===== src/rtl/mem_arbiter_pkg.sv =====
// Shared state encoding, port indices and data-memory address map used by the
// arbiter, the memory and the CPU address decode.
package mem_arbiter_pkg;

  typedef enum logic [1:0] {
    ST_IDLE   = 2'd0,
    ST_ACCESS = 2'd1,
    ST_RESP   = 2'd2
  } arb_state_e;

  localparam logic PORT_A = 1'b0;
  localparam logic PORT_B = 1'b1;

  // Memory-mapped I/O window at the top of the data memory
  localparam int unsigned ADDR_IO_LO     = 121;
  localparam int unsigned ADDR_UART_FLAG = 121;
  localparam int unsigned ADDR_UART_DATA = 122;
  localparam int unsigned ADDR_SEVEN_SEG = 127;
  localparam int unsigned ADDR_IO_HI     = 127;
  localparam int unsigned WP_LIMIT       = 24;

  function automatic logic is_io_addr(input logic [15:0] addr);
    return (32'(addr) >= ADDR_IO_LO) && (32'(addr) <= ADDR_IO_HI);
  endfunction

endpackage


===== src/rtl/mem_arbiter_rr_pick2.sv =====
// Two-way round-robin selector: a lone request wins outright, a tie goes to
// the port that was not granted last.
module rr_pick2
  import mem_arbiter_pkg::*;
(
  input  logic [1:0] req_i,
  input  logic       last_grant_i,
  output logic       valid_o,
  output logic       grant_o
);

  always_comb begin
    valid_o = |req_i;
    grant_o = PORT_A;
    if (req_i == 2'b11) begin
      grant_o = ~last_grant_i;
    end else if (req_i[PORT_B]) begin
      grant_o = PORT_B;
    end
  end

endmodule


===== src/rtl/mem_arbiter.sv =====
// Serialises CPU (port A) and loader/DMA (port B) accesses onto the single-port
// data memory; the memory address is parked at IDLE_ADDR between accesses.
module mem_arbiter
  import mem_arbiter_pkg::*;
#(
  parameter int                    WORD_SIZE  = 16,
  parameter int                    ADDR_WIDTH = 16,
  parameter logic [ADDR_WIDTH-1:0] IDLE_ADDR  = '0
) (
  input  logic                  clk,
  input  logic                  rst,
  input  logic                  a_req,
  input  logic                  a_we,
  input  logic [ADDR_WIDTH-1:0] a_addr,
  input  logic [WORD_SIZE-1:0]  a_wdata,
  output logic                  a_ack,
  output logic [WORD_SIZE-1:0]  a_rdata,
  input  logic                  b_req,
  input  logic                  b_we,
  input  logic [ADDR_WIDTH-1:0] b_addr,
  input  logic [WORD_SIZE-1:0]  b_wdata,
  output logic                  b_ack,
  output logic [WORD_SIZE-1:0]  b_rdata,
  output logic [ADDR_WIDTH-1:0] mem_addr,
  output logic [WORD_SIZE-1:0]  mem_data_in,
  output logic                  mem_write,
  input  logic [WORD_SIZE-1:0]  mem_data_out,
  output logic                  busy
);

  arb_state_e            state_q;
  logic                  last_grant_q;
  logic                  grant_q;
  logic                  a_ack_q, b_ack_q;
  logic [WORD_SIZE-1:0]  a_rdata_q, b_rdata_q;
  logic [ADDR_WIDTH-1:0] mem_addr_q;
  logic [WORD_SIZE-1:0]  mem_data_in_q;
  logic                  mem_write_q;
  logic                  busy_q;

  logic                  pick_valid_d;
  logic                  grant_d;
  logic [ADDR_WIDTH-1:0] pick_addr_d;
  logic [WORD_SIZE-1:0]  pick_wdata_d;
  logic                  pick_we_d;

  rr_pick2 u_pick (
    .req_i        ({b_req, a_req}),
    .last_grant_i (last_grant_q),
    .valid_o      (pick_valid_d),
    .grant_o      (grant_d)
  );

  always_comb begin
    pick_addr_d  = a_addr;
    pick_wdata_d = a_wdata;
    pick_we_d    = a_we;
    if (grant_d == PORT_B) begin
      pick_addr_d  = b_addr;
      pick_wdata_d = b_wdata;
      pick_we_d    = b_we;
    end
  end

  // The memory-side registers double as the latched request, so requester
  // inputs are ignored once a grant has been taken.
  always_ff @(posedge clk) begin
    if (rst) begin
      state_q       <= ST_IDLE;
      last_grant_q  <= PORT_B;
      grant_q       <= PORT_A;
      a_ack_q       <= 1'b0;
      b_ack_q       <= 1'b0;
      a_rdata_q     <= '0;
      b_rdata_q     <= '0;
      mem_addr_q    <= IDLE_ADDR;
      mem_data_in_q <= '0;
      mem_write_q   <= 1'b0;
      busy_q        <= 1'b0;
    end else begin
      a_ack_q <= 1'b0;
      b_ack_q <= 1'b0;
      case (state_q)
        ST_IDLE: begin
          if (pick_valid_d) begin
            grant_q       <= grant_d;
            last_grant_q  <= grant_d;
            mem_addr_q    <= pick_addr_d;
            mem_data_in_q <= pick_wdata_d;
            mem_write_q   <= pick_we_d;
            busy_q        <= 1'b1;
            state_q       <= ST_ACCESS;
          end
        end
        ST_ACCESS: begin
          if (grant_q == PORT_B) begin
            b_rdata_q <= mem_data_out;
          end else begin
            a_rdata_q <= mem_data_out;
          end
          a_ack_q       <= (grant_q == PORT_A);
          b_ack_q       <= (grant_q == PORT_B);
          mem_addr_q    <= IDLE_ADDR;
          mem_data_in_q <= '0;
          mem_write_q   <= 1'b0;
          state_q       <= ST_RESP;
        end
        ST_RESP: begin
          busy_q  <= 1'b0;
          state_q <= ST_IDLE;
        end
        default: begin
          busy_q  <= 1'b0;
          state_q <= ST_IDLE;
        end
      endcase
    end
  end

  assign a_ack       = a_ack_q;
  assign b_ack       = b_ack_q;
  assign a_rdata     = a_rdata_q;
  assign b_rdata     = b_rdata_q;
  assign mem_addr    = mem_addr_q;
  assign mem_data_in = mem_data_in_q;
  assign mem_write   = mem_write_q;
  assign busy        = busy_q;

endmodule


===== config.mk =====
export PLATFORM = sky130hd
export DESIGN_NAME = mem_arbiter
export DESIGN_NICKNAME = d
export VERILOG_FILES = /design/src/rtl/mem_arbiter_pkg.sv /design/src/rtl/mem_arbiter_rr_pick2.sv /design/src/rtl/mem_arbiter.sv
export SDC_FILE = /design/constraint.sdc
export NUM_CORES = 1
export LEC_CHECK = 0
export CAP_MARGIN = 5
export CORE_UTILIZATION = 36
export DETAILED_ROUTE_END_ITERATION = 12
export PLACE_DENSITY = 0.77
export SLEW_MARGIN = 10
export SYNTH_ARGS = -nofsm -noshare
export SYNTH_HDL_FRONTEND = slang
export SYNTH_SLANG_ARGS = --single-unit

===== constraint.sdc =====
create_clock -name clk -period 1.53 [get_ports clk]
set_input_delay 0.2295 -clock clk [delete_from_list [all_inputs] [get_ports clk]]
set_output_delay 0.2295 -clock clk [all_outputs]
set_load 0.01 [all_outputs]

==> impl_metrics.toml, run 1 <==
[run_status]
status = "completed"

[final_layout]
finish.instance_area_sq_um = 4900
layout-drive-gt1-share_pct = 14.4
fill_cells = 653
layout_commonest_cell = "clkdlybuf4s50_1"
final_cell_mix = "clkdlybuf4s50_1 (151), dfxtp_1 (72), nand2_1 (65)"
syn_to_final_growth_pct = 64.1
nets = 517
antenna_cells = 0

[critical_path]
slowest_stage = "clkdlybuf4s50_1"
r2r_end = "mem_data_in[6]$_SDFFE_PP0P_"
worst_ep_required_time_ps = 1770
slowest_delay_ps = 420
endpoint_kind = "flop"
crit_path_start_kind = "input port"
r2r_cells = 3
cp_top_family = "buffers and inverters"
crit_path_max_fanout = 33
critPathBufInv = 3
startpoint = "a_req"
crit_type = "input port to flop"
r2r_start = "state_q[1]$_SDFFE_PP0P_"
crit_arrival_ps = 1720
crit_chain = "clkdlybuf4s50_1 -> buf_4 -> or3_4 -> a21oi_4 -> buf_12 -> o2bb2ai_1"
reg2reg_slack_ps = 60

[sta]
rsz0062_at_grt = "no"
hold_viol_final = 0
max_freq_mhz = 677
fin_crit_sh_pct = 96.5
whs_ps = 453
maxSlewViolCount = 0
period_needed_ps = 1480
setup_viol = 0
tightest_slew_ps = 428
max_slew_margin_pct = 71.5
finClkSkew_ps = 6.14

[global_routing]
first_global_vias = 2493
grt_max_degree = 40
grt_util_all_layers_pct = 18.1
grt_pass1_wl_microns = 12300
overflow = 0
antenna_found_initial = 0

[detailed_routing]
avgViaCountPerCell = 4.78
drtIter0Drc = 41
drcViolationCount = 0
routedWlPerCell_microns = 14.8
vias = 2570
route.antenna.remaining_nets = 0
wl_microns = 7980
dr.pass1.iters = 4

[synthesis]
seq_area_frac_synth_pct = 48.3
syn_avg_cell_area_sq_um = 10.7
yosysTopAreaCellShare_pct = 48.3
netlist_area_sq_um = 2990
synth_nets = 365
synth-seq-cells = 72
netlist_top_cells_area = "dfxtp_1 (48%), o2bb2ai_2 (15%), mux2i_1 (11%), nand2_1 (8.2%), a21oi_1 (5.7%)"
netlist-cell-type-count = 27
yosys.area.top_type = "dfxtp_1"
netlist_instances = 279
yosys_warnings = 0

[die]
die_h_microns = 93.1
core_sq_um = 7890
die_w_microns = 93.1
pin_count = 154
start_util_pct = 37.8
die_area_sq_um = 8660
rows = 32

[cts]
htreeDepth = 3
cts_num_sinks = 72
clk_path_buf_depth = 2
cts_hold_buf = 0
root_buffer = "clkbuf_8"
clk_latency_ps = 320
cts_tree = "yes"
clkTransAtPathRegs_ps = 70
postCtsSetupRepairBufs = 0
numCtsBuffers = 9

[placed_design]
gp_congestion = 0.718
io_buffer_count = 153
place_area_sq_um = 4590
hpwl_microns = 5820

[power_and_ir_drop]
cellLeakagePower_nw = 1.82
peakVddDrop_uv = 767
power_density_nw_per_um2 = 1030

[worst_hold_path]
hold_class = "flop to flop"
hold-path-cell-count = 2
hold_path_end = "b_rdata[5]$_SDFFE_PP0P_"
worstHoldStart = "b_rdata[5]$_SDFFE_PP0P_"

[run]
max-cap-violations = 0
[cell type report]
class / instances / area [sq um] / share of cell area (%)
clock inverters: 5 / 128 / 2.61
multi-input cells: 182 / 1370 / 28.0
well taps: 102 / 128 / 2.61
inverters: 2 / 7.51 / 0.153
clock buffers: 11 / 141 / 2.89
flip-flops and latches: 72 / 1440 / 29.4
repair buffers: 164 / 1680 / 34.3
[worst reg2reg max path, delay by kind of cell (launching register included)]
kind	cells	cell delay [ps]
buf+inv	1	330
compound gates	1	140
simple gates	1	590
flops	1	340
[per-layer routing]
layer / wire (microns) / vias up / GRT usage (%)
li1: - / 1281 / -
met1: 3380 / 1176 / 22.0
met2: 3710 / 109 / 30.3
met3: 844 / 4 / 6.18
met4: 42 / 0 / 5.38
met5: 0 / - / 0
[cell families after synthesis]
family                 Yosys count  share of synthesized area, %
and+or+nand+nor                 78                          11.5
AOI/OAI and AO/OA               71                          22.8
DFF                             72                          48.3
buffers and inverters           25                          6.37
muxes                           33                          11.1
[metrics by stage]
step	util (%)	setup slack [ps]	TNS, ps	instances	power [mW]
after global placement	58.2	-279	-9450	521	3.06
after CTS	62.0	22.1	0	538	5.08
after detailed placement	58.2	-333	-10500	521	3.08
final	62.1	53.4	0	538	5.02
after floorplan	-	110	0	279	2.56
after global routing	62.1	3.07	0	538	5.24
[synth_stat cells (all sizes together)]
cell     instances
nor3b            2
buf             19
o31ai            2
nand3b           2
mux2i           33
or3b             1
inv              2
nor2             3
a21boi           1
or3              2
a21oi           35
clkbuf           4
o2bb2ai         33
nand2           65
or4b             1
or4              1
dfxtp           72
and3b            1
[worst max-delay path by stage]
stage,depth (start not counted),slack (ps),endpoint
floorplan,6,110,a_rdata[10]$_SDFFE_PP0P_
global placement,5,-280,mem_write$_SDFFE_PP0P_
detailed placement,5,-330,mem_addr[5]$_SDFFE_PP0P_
CTS,1,20,mem_addr[8]
global route,1,3,mem_addr[8]
finish,6,50,mem_write$_SDFFE_PP0P_
[power by group]
| group | internal (mW) | switching, mW | total, mW |
|---|---|---|---|
| logic | 0.576 | 0.394 | 0.970 |
| registers | 2.00 | 0.0814 | 2.08 |
| clock network | 1.29 | 0.680 | 1.97 |
| total | 3.87 | 1.16 | 5.02 |
[repair_timing]
item                       in CTS  in global routing
cloned                          1                  0
setup endpoints to repair      10                  2
resized for setup               2                  2
[sequential cells by signal, indices dropped and copies added (netlist names), 2 cells and up]
register / cells
a_rdata: 16
b_rdata: 16
mem_addr: 16
mem_data_in: 16
state_q: 2
Note: power is estimated with default switching activity, not from simulation.
==> run 2, diff against run 1 <==
--- a/config.mk
+++ b/config.mk
@@ -9,6 +9,7 @@
 export CORE_UTILIZATION = 36
 export DETAILED_ROUTE_END_ITERATION = 12
 export PLACE_DENSITY = 0.77
+export SKIP_LAST_GASP = 1
 export SLEW_MARGIN = 10
 export SYNTH_ARGS = -nofsm -noshare
 export SYNTH_HDL_FRONTEND = slang
==> constraint.sdc (replaced) <==
create_clock -name clk -period 1.53 [get_ports clk]
set_input_delay 0.2295 -clock clk [delete_from_list [all_inputs] [get_ports clk]]
set_output_delay 0.2295 -clock clk [all_outputs]
set_load 0.005 [all_outputs]
==> run 2 against run 1 <==
  * Clock power is essentially flat
  * Die area unchanged
  * Clock skew barely moved
  * Core utilization fell by 0.063 points
  * Maximum frequency is essentially flat
  * Largest power group unchanged
  * Sequential cell count is the same
  * Sequential power about the same
  * Wire length hardly changed
  * Global-route usage stayed put
  * Worst hold slack unchanged
==> impl_metrics.toml, run 2 (same netlist as run 1, synthesis figures left out) <==
[critical_path]
worst_ep_required_time_ps = 1770
reg2reg_slack_ps = 70
endpoint_kind = "flop"
crit_type = "input port to flop"
r2r_end = "mem_data_in[6]$_SDFFE_PP0P_"
r2r_start = "state_q[1]$_SDFFE_PP0P_"
crit_end = "mem_write$_SDFFE_PP0P_"
crit_arrival_ps = 1720
startpoint = "a_req"
r2r_cells = 3
crit_path_start_kind = "input port"
crit_path_max_fanout = 33

[detailed_routing]
route.antenna.remaining_nets = 0
vias = 2573
dr.pass1.iters = 4
drcViolationCount = 0
routedWlPerCell_microns = 14.8
wl_microns = 7970
avgViaCountPerCell = 4.78
drtIter0Drc = 41

[sta]
setup_viol = 0
maxSlewViolCount = 0
max_freq_mhz = 677
tightest_slew_ps = 428
final.setup.tns_ps = 0
fin_crit_sh_pct = 96.5
hold_viol_final = 0
max_slew_margin_pct = 71.5
period_needed_ps = 1480
rsz0062_at_grt = "no"
finClkSkew_ps = 6.12

[die]
rows = 32
core_sq_um = 7890
pin_count = 154
die_h_microns = 93.1
die_area_sq_um = 8660
die_w_microns = 93.1
start_util_pct = 37.8

[final_layout]
nets = 517
antenna_cells = 0
finish.instance_area_sq_um = 4890
multi_input_area_sq_um = 1370
final-seq-area_sq_um = 1440
final_core_util_pct = 62.0
layout_commonest_cell = "clkdlybuf4s50_1"
layout-drive-gt1-share_pct = 14.4
fill_cells = 655
final_cell_mix = "clkdlybuf4s50_1 (153), dfxtp_1 (72), nand2_1 (65)"
layoutNonFillerInstCount = 538
syn_to_final_growth_pct = 63.9

[global_routing]
antenna_found_initial = 0
grt_pass1_wl_microns = 12300
grt_max_degree = 40
first_global_vias = 2493
grt_util_all_layers_pct = 18.1
overflow = 0

[placed_design]
io_buffer_count = 153
dpl.cell_count = 521
gp_congestion = 0.718
hpwl_microns = 5820
place_area_sq_um = 4590

[worst_hold_path]
hold_class = "flop to flop"
worstHoldStart = "b_rdata[5]$_SDFFE_PP0P_"

[cts]
root_buffer = "clkbuf_8"
clkTransAtPathRegs_ps = 70
numCtsBuffers = 9
postCtsSetupRepairBufs = 0
htreeDepth = 3
clk_path_buf_depth = 2
cts_num_sinks = 72
cts_tree = "yes"
cts-resized-gates = 2
clk_latency_ps = 320
cts_hold_buf = 0

[power_and_ir_drop]
total_power_mw = 4.98
power_density_nw_per_um2 = 1020
peakVddDrop_uv = 766
cellLeakagePower_nw = 1.79

[run_status]
status = "completed"

[run]
max-cap-violations = 0
## run 2: critical path, cell delays in order
cell and delay [ps]:
clkdlybuf4s50_1 420, buf_4 150, or3_4 330, a21oi_4 170, buf_12 240, o2bb2ai_1 150
## run 2: power breakdown
group	internal, mW	leakage (nW)	switching (mW)	total, mW
Combinational	0.575	1.07	0.351	0.927
Sequential	2.00	0.589	0.0816	2.08
Clock	1.29	0.130	0.680	1.97
## run 2: area by class of cell
| class | instances | share of cell area [%] |
|---|---|---|
| inverters | 2 | 0.153 |
| multi-input cells | 182 | 28.0 |
| repair buffers | 164 | 34.3 |
| flip-flops and latches | 72 | 29.5 |
| clock buffers | 11 | 2.89 |
| well taps | 102 | 2.61 |
| clock inverters | 5 | 2.61 |
## run 2: how the worst min path moves through the flow
stage,endpoint,slack (ps),cells past startpoint
4_1_cts,a_rdata[5]$_SDFFE_PP0P_,460,3
3_3_place_gp,b_rdata[5]$_SDFFE_PP0P_,440,2
2_1_floorplan,a_rdata[0]$_SDFFE_PP0P_,370,2
6_report,b_rdata[5]$_SDFFE_PP0P_,450,2
5_1_grt,b_rdata[2]$_SDFFE_PP0P_,470,2
3_5_place_dp,b_rdata[12]$_SDFFE_PP0P_,450,2
## run 2: per-layer routing
layer,track usage (%),part of all wire (%),routed length (microns),up-vias
met5,0,0,0,-
met1,22.0,42,3370,1178
met2,30.3,47,3710,110
met3,6.18,11,846,4
li1,-,-,-,1281
met4,5.38,0.53,42,0
## run 2: through the flow
| stage | hold WS [ps] | setup WS (ps) |
|---|---|---|
| after CTS | 456 | 56.1 |
| final | 453 | 53.9 |
| after floorplan | 365 | 110 |
| after global placement | 442 | -279 |
| after global routing | 471 | 15.0 |
| after detailed placement | 447 | -333 |
